File: config.mk
export PLATFORM = sky130hd
export DESIGN_NAME = uart_cmd_host
export DESIGN_NICKNAME = d
export VERILOG_FILES = /design/src/rtl/uart_cmd_host.sv
export SDC_FILE = /design/constraint.sdc
export NUM_CORES = 1
export LEC_CHECK = 0
export ABC_AREA = 1
export CORE_MARGIN = 1.5
export CORE_UTILIZATION = 40
export CTS_CLUSTER_SIZE = 25
export DETAILED_ROUTE_END_ITERATION = 8
export SYNTH_ARGS = -nofsm -noshare
export SYNTH_HDL_FRONTEND = slang
export SYNTH_SLANG_ARGS = --single-unit
File: constraint.sdc
create_clock -name clk -period 7 [get_ports clk]
set_input_delay 1.4 -clock clk [delete_from_list [all_inputs] [get_ports clk]]
set_output_delay 1.4 -clock clk [all_outputs]
set_load 0.1 [all_outputs]
File: src/rtl/uart_cmd_host.sv
// Command initiator for the UART register/ALU frame protocol: serialises one
// command into protocol bytes and assembles the response with a timeout.
module uart_cmd_host #(
  parameter int DATA_WIDTH   = 8,
  parameter int ADDR_WIDTH   = 4,
  parameter int ALU_FN_WIDTH = 4,
  parameter int TIMEOUT_W    = 16,
  parameter int TIMEOUT_CYC  = 50000
) (
  input  logic                    clk,
  input  logic                    rst,
  input  logic                    cmd_valid,
  output logic                    cmd_ready,
  input  logic [1:0]              cmd_type,
  input  logic [ADDR_WIDTH-1:0]   cmd_addr,
  input  logic [DATA_WIDTH-1:0]   cmd_wdata,
  input  logic [DATA_WIDTH-1:0]   cmd_op_a,
  input  logic [DATA_WIDTH-1:0]   cmd_op_b,
  input  logic [ALU_FN_WIDTH-1:0] cmd_alu_fun,
  output logic [DATA_WIDTH-1:0]   tx_byte,
  output logic                    tx_valid,
  input  logic                    tx_ready,
  input  logic [DATA_WIDTH-1:0]   rx_byte,
  input  logic                    rx_valid,
  output logic                    rsp_valid,
  output logic [2*DATA_WIDTH-1:0] rsp_data,
  output logic                    rsp_err,
  output logic                    rx_drop
);

  typedef enum logic [1:0] {S_IDLE, S_SEND, S_WAIT_RSP, S_DONE} state_t;

  localparam logic [1:0] CMD_REG_WR  = 2'd0;
  localparam logic [1:0] CMD_REG_RD  = 2'd1;
  localparam logic [1:0] CMD_ALU_OP  = 2'd2;
  localparam logic [TIMEOUT_W-1:0] TMO_LAST = TIMEOUT_W'(TIMEOUT_CYC - 1);

  state_t                  state_q, state_d;
  logic [1:0]              type_q, type_d;
  logic [ADDR_WIDTH-1:0]   addr_q, addr_d;
  logic [DATA_WIDTH-1:0]   wdata_q, wdata_d;
  logic [DATA_WIDTH-1:0]   op_a_q, op_a_d;
  logic [DATA_WIDTH-1:0]   op_b_q, op_b_d;
  logic [ALU_FN_WIDTH-1:0] fun_q, fun_d;
  logic [1:0]              idx_q, idx_d, idx_nxt;
  logic [1:0]              rx_cnt_q, rx_cnt_d, rx_cnt_inc;
  logic [2*DATA_WIDTH-1:0] rx_buf_q, rx_buf_d;
  logic [TIMEOUT_W-1:0]    tmo_q, tmo_d;
  logic                    cmd_ready_d, tx_valid_d, rsp_valid_d, rsp_err_d, rx_drop_d;
  logic [DATA_WIDTH-1:0]   tx_byte_d;
  logic [2*DATA_WIDTH-1:0] rsp_data_d;
  logic [DATA_WIDTH-1:0]   frame [4];
  logic [1:0]              last_idx, rsp_len;

  function automatic logic [DATA_WIDTH-1:0] header_byte(input logic [1:0] t);
    case (t)
      CMD_REG_WR: header_byte = DATA_WIDTH'(8'hAA);
      CMD_REG_RD: header_byte = DATA_WIDTH'(8'hBB);
      CMD_ALU_OP: header_byte = DATA_WIDTH'(8'hCC);
      default:    header_byte = DATA_WIDTH'(8'hDD);
    endcase
  endfunction

  // Wire image of the latched command plus its length and response size.
  always_comb begin
    frame[0] = header_byte(type_q);
    frame[1] = '0;
    frame[2] = '0;
    frame[3] = '0;
    last_idx = 2'd1;
    rsp_len  = 2'd2;
    case (type_q)
      CMD_REG_WR: begin
        frame[1] = DATA_WIDTH'(addr_q);
        frame[2] = wdata_q;
        last_idx = 2'd2;
        rsp_len  = 2'd0;
      end
      CMD_REG_RD: begin
        frame[1] = DATA_WIDTH'(addr_q);
        rsp_len  = 2'd1;
      end
      CMD_ALU_OP: begin
        frame[1] = op_a_q;
        frame[2] = op_b_q;
        frame[3] = DATA_WIDTH'(fun_q);
        last_idx = 2'd3;
      end
      default: frame[1] = DATA_WIDTH'(fun_q);
    endcase
  end

  assign idx_nxt    = idx_q + 2'd1;
  assign rx_cnt_inc = rx_cnt_q + 2'd1;

  // Next-state and next-output logic; every output is registered below.
  always_comb begin
    state_d     = state_q;
    type_d      = type_q;
    addr_d      = addr_q;
    wdata_d     = wdata_q;
    op_a_d      = op_a_q;
    op_b_d      = op_b_q;
    fun_d       = fun_q;
    idx_d       = idx_q;
    rx_cnt_d    = rx_cnt_q;
    rx_buf_d    = rx_buf_q;
    tmo_d       = tmo_q;
    cmd_ready_d = cmd_ready;
    tx_valid_d  = tx_valid;
    tx_byte_d   = tx_byte;
    rsp_valid_d = 1'b0;
    rsp_data_d  = rsp_data;
    rsp_err_d   = rsp_err;
    rx_drop_d   = rx_valid && (state_q != S_WAIT_RSP);
    case (state_q)
      S_IDLE: begin
        cmd_ready_d = 1'b1;
        if (cmd_valid && cmd_ready) begin
          type_d      = cmd_type;
          addr_d      = cmd_addr;
          wdata_d     = cmd_wdata;
          op_a_d      = cmd_op_a;
          op_b_d      = cmd_op_b;
          fun_d       = cmd_alu_fun;
          idx_d       = 2'd0;
          cmd_ready_d = 1'b0;
          tx_valid_d  = 1'b1;
          tx_byte_d   = header_byte(cmd_type);
          state_d     = S_SEND;
        end
      end
      S_SEND: begin
        if (tx_valid && tx_ready) begin
          if (idx_q == last_idx) begin
            tx_valid_d = 1'b0;
            if (type_q == CMD_REG_WR) begin
              rsp_valid_d = 1'b1;
              rsp_data_d  = '0;
              rsp_err_d   = 1'b0;
              state_d     = S_DONE;
            end else begin
              rx_cnt_d = 2'd0;
              rx_buf_d = '0;
              tmo_d    = '0;
              state_d  = S_WAIT_RSP;
            end
          end else begin
            idx_d     = idx_nxt;
            tx_byte_d = frame[idx_nxt];
          end
        end
      end
      S_WAIT_RSP: begin
        // A byte arriving on the expiry cycle takes precedence over the timeout.
        if (rx_valid) begin
          if (rx_cnt_q == 2'd0) rx_buf_d[DATA_WIDTH-1:0] = rx_byte;
          else                  rx_buf_d[2*DATA_WIDTH-1:DATA_WIDTH] = rx_byte;
          rx_cnt_d = rx_cnt_inc;
          tmo_d    = '0;
          if (rx_cnt_inc == rsp_len) begin
            rsp_valid_d = 1'b1;
            rsp_data_d  = rx_buf_d;
            rsp_err_d   = 1'b0;
            state_d     = S_DONE;
          end
        end else if (tmo_q == TMO_LAST) begin
          rsp_valid_d = 1'b1;
          rsp_data_d  = rx_buf_q;
          rsp_err_d   = 1'b1;
          state_d     = S_DONE;
        end else begin
          tmo_d = tmo_q + 1'b1;
        end
      end
      default: begin
        cmd_ready_d = 1'b1;
        state_d     = S_IDLE;
      end
    endcase
  end

  always_ff @(posedge clk or posedge rst) begin
    if (rst) begin
      state_q   <= S_IDLE;
      type_q    <= '0;
      addr_q    <= '0;
      wdata_q   <= '0;
      op_a_q    <= '0;
      op_b_q    <= '0;
      fun_q     <= '0;
      idx_q     <= '0;
      rx_cnt_q  <= '0;
      rx_buf_q  <= '0;
      tmo_q     <= '0;
      cmd_ready <= 1'b0;
      tx_valid  <= 1'b0;
      tx_byte   <= '0;
      rsp_valid <= 1'b0;
      rsp_data  <= '0;
      rsp_err   <= 1'b0;
      rx_drop   <= 1'b0;
    end else begin
      state_q   <= state_d;
      type_q    <= type_d;
      addr_q    <= addr_d;
      wdata_q   <= wdata_d;
      op_a_q    <= op_a_d;
      op_b_q    <= op_b_d;
      fun_q     <= fun_d;
      idx_q     <= idx_d;
      rx_cnt_q  <= rx_cnt_d;
      rx_buf_q  <= rx_buf_d;
      tmo_q     <= tmo_d;
      cmd_ready <= cmd_ready_d;
      tx_valid  <= tx_valid_d;
      tx_byte   <= tx_byte_d;
      rsp_valid <= rsp_valid_d;
      rsp_data  <= rsp_data_d;
      rsp_err   <= rsp_err_d;
      rx_drop   <= rx_drop_d;
    end
  end

endmodule

==> results.json <==
{
  "outcome": "completed",
  "slowest_delay_ns": 1.11,
  "whs_ns": 0.476,
  "finalCritPeriodShare_pct": 56.0,
  "synth-xor-area-share_pct": 0.308,
  "setup_tns_ns": 0,
  "syn_to_final_growth_pct": 19.0,
  "netlist_instances": 794,
  "vias_per_cell": 5.02,
  "place_area_mm2": 0.00647,
  "grt_max_degree": 83,
  "clock_sinks": 101,
  "final_net_count": 898,
  "cp_cell_sequence": "clkdlybuf4s50_1, inv_1, a21oi_1, nand2_1, nand3_2, nand3_4, nand2_1, nand2_1",
  "portBuffers": 75,
  "avgSynthCellArea_um2": 7.16,
  "slowest_stage": "clkdlybuf4s50_1",
  "h-tree-depth": 3,
  "synth_edf_count": 0,
  "start_util_pct": 41.0,
  "drt-met1-wl_um": 6670,
  "fp.coreArea_mm2": 0.0139,
  "route.met3.wl_um": 672,
  "insertion_delay_ns": 0.36,
  "cts_resized": 0,
  "cp-start-kind": "input pin",
  "synth-simple-area-share_pct": 36.0,
  "wl_per_cell_um": 14.6,
  "required_ns": 7.24,
  "ys_seq_area_share_pct": 44.4,
  "die_width_um": 122,
  "maxCapViolations": 0,
  "synth_fa_ha_area_share_pct": 1.32,
  "power_density_mw_per_mm2": 514,
  "synth-compound-area-share_pct": 9.53,
  "synth-main-ff-cell": "dfrtp_1",
  "synth.cell_area_mm2": 0.00569,
  "ys_types": 36,
  "synthMuxAreaShare_pct": 0,
  "top_layer_used": "met4",
  "yosysWarnings": 0,
  "fill_cells": 1404,
  "design.portCount": 76,
  "final_area_mm2": 0.00677,
  "drtIter0Drc": 345,
  "worst_pin_slew_ns": 1.06,
  "leakage_nw": 3.23,
  "end_kind": "register",
  "drc": 0,
  "rsz0062_at_grt": "false",
  "cts_made_buffers": 9,
  "grt_overflow": 0,
  "synth_top_family_by_area": "simple AND/OR/NAND/NOR gates",
  "rows": 43,
  "hold_class": "reg -> reg",
  "setup-violations-final": 0,
  "antenna_left": 0,
  "dr.pass1.iters": 5,
  "die_h_um": 122,
  "antenna_cells": 0,
  "cts.clk_slew.worst_paths_ns": 0.08,
  "timing.fmax_ghz": 0.255,
  "async_reset_ff_share_pct": 100,
  "vias": 5172,
  "wl_met2_um": 7430,
  "fin_total_pwr_mw": 3.47,
  "clockRootBuffer": "clkbuf_16",
  "dp_hpwl_um": 10700,
  "gr-usage-all-layers_pct": 21.2,
  "postSynthNetCount": 847,
  "relSlewSlack_pct": 29.3,
  "cts_setup_buffers": 0,
  "finalMaxSlewViolations": 0,
  "antenna_found_initial": 0,
  "ctsHoldBuffers": 0,
  "path_max_fanout": 24,
  "ys_ff_latch": 101,
  "hold_violations": 0,
  "synth_top_area_share_pct": 44.4,
  "die_area_mm2": 0.0149,
  "setup.worst_path.class": "in -> reg",
  "grt_pass1_wl_um": 24900,
  "grt_pass1_vias": 4942,
  "synth_area_leader_cell": "dfrtp_1",
  "fin_skew_ns": 0.00972,
  "peakVddDrop_v": 0.000397,
  "fin_crit_ns": 3.92,
  "routabilityCongestion": 0.869,
  "cts.path.max_buffers": 2,
  "path_common_cell": "nand2_1",
  "drive_above_1_share_pct": 5.41,
  "synth_area_leaders": "dfrtp_1, nand2_1, nor2_1",
  "drt-total-wl_um": 15100,
  "cp.arrival_ns": 4.16,
  "cts_tree": "done"
}
==> sequential cells by signal, summed over array words and instances (netlist names), 4 cells and up <==
name / flops
fun_q: 4
tx_byte: 8
addr_q: 4
op_b_q: 8
tmo_q: 16
wdata_q: 8
rx_buf_q: 16
rsp_data: 16
op_a_q: 8
==> metal layers <==
metal	global-route usage (%)	up-vias
met5	0	-
met4	6.25	0
met3	4.51	23
met2	36.0	134
met1	27.2	2385
li1	-	2630
==> worst paths after layout <==
path	startpoint	to	slack [ns]	cells past startpoint
setup / recovery	rx_valid	rsp_data[12]	3.08	8
hold / removal	op_b_q[5]	op_b_q[5]	0.48	2
setup reg to reg	state_q[0]	rx_buf_q[1]	4.07	9
hold reg to reg	op_b_q[5]	op_b_q[5]	0.48	2
max in group asynchronous	rst	rsp_data[13]	4.33	3
min in group asynchronous	rst	op_b_q[6]	1.33	2
==> through the flow <==
stage | utilization [%] | std cells | setup slack (ns)
floorplan | - | 794 | 2.95
global placement | 46.6 | 1014 | 2.83
detailed placement | 46.6 | 1014 | 2.73
CTS | 48.7 | 1030 | 3.11
global route | 48.7 | 1030 | 2.85
finish | 48.7 | 1030 | 3.08
==> synth_stat cells (6+ instances only) <==
cell / instances
nand3_1: 37
dfrtp_1: 101
a21oi_1: 17
o21ai_1: 28
o211ai_1: 8
nand2_1: 303
nor2_1: 97
nand4_1: 27
ha_1: 6
o21ai_0: 29
buf_2: 13
clkbuf_1: 14
inv_2: 9
buf_6: 6
inv_1: 60
==> kinds of logic (layout without fill, tap and decap cells) <==
group,count (synthesis),after routing
buffers and inverters,107,163
XOR/XNOR,2,2
AND/OR/NAND/NOR,483,483
AO/OA/AOI/OAI,95,95
flip-flops,101,101
adder cells (fa/ha/maj),6,6
==> placed cells by master, fill, tap and decap left out, drive strengths merged <==
master,instances
a21boi,1
a21oi,17
a22o,1
a31oi,3
buf,3
clkbuf,10
clkdlybuf4s50,75
clkinv,2
clkinvlp,1
dfrtp,101
ha,6
inv,72
nand2,306
nand3,41
nand4,28
nor2,101
nor3,5
nor4,2
o211ai,8
o21ai,60
o21bai,3
o22ai,2
xnor2,2
==> critical path, delay by kind of cell <==
kind | cells | cell delay, ns
compound gates | 1 | 0.25
buf+inv | 2 | 1.57
simple gates | 5 | 0.92
==> cell type report <==
type	count	area [um2]	share of cell area [%]
well taps	180	225	3.33
flip-flops and latches	101	2530	37.4
inverters	69	262	3.87
clock inverters	6	52.6	0.777
repair buffers	78	773	11.4
clock buffers	10	239	3.53
multi-input cells	586	2690	39.7
==> where the power goes <==
group / switching [mW] / leakage (nW) / internal (mW)
combinational: 1.48 / 1.78 / 0.498
clock: 0.243 / 0.143 / 0.258
sequential: 0.178 / 1.31 / 0.820
total: 1.90 / 3.23 / 1.58
No activity file was read; power rests on OpenSTA's default activity.
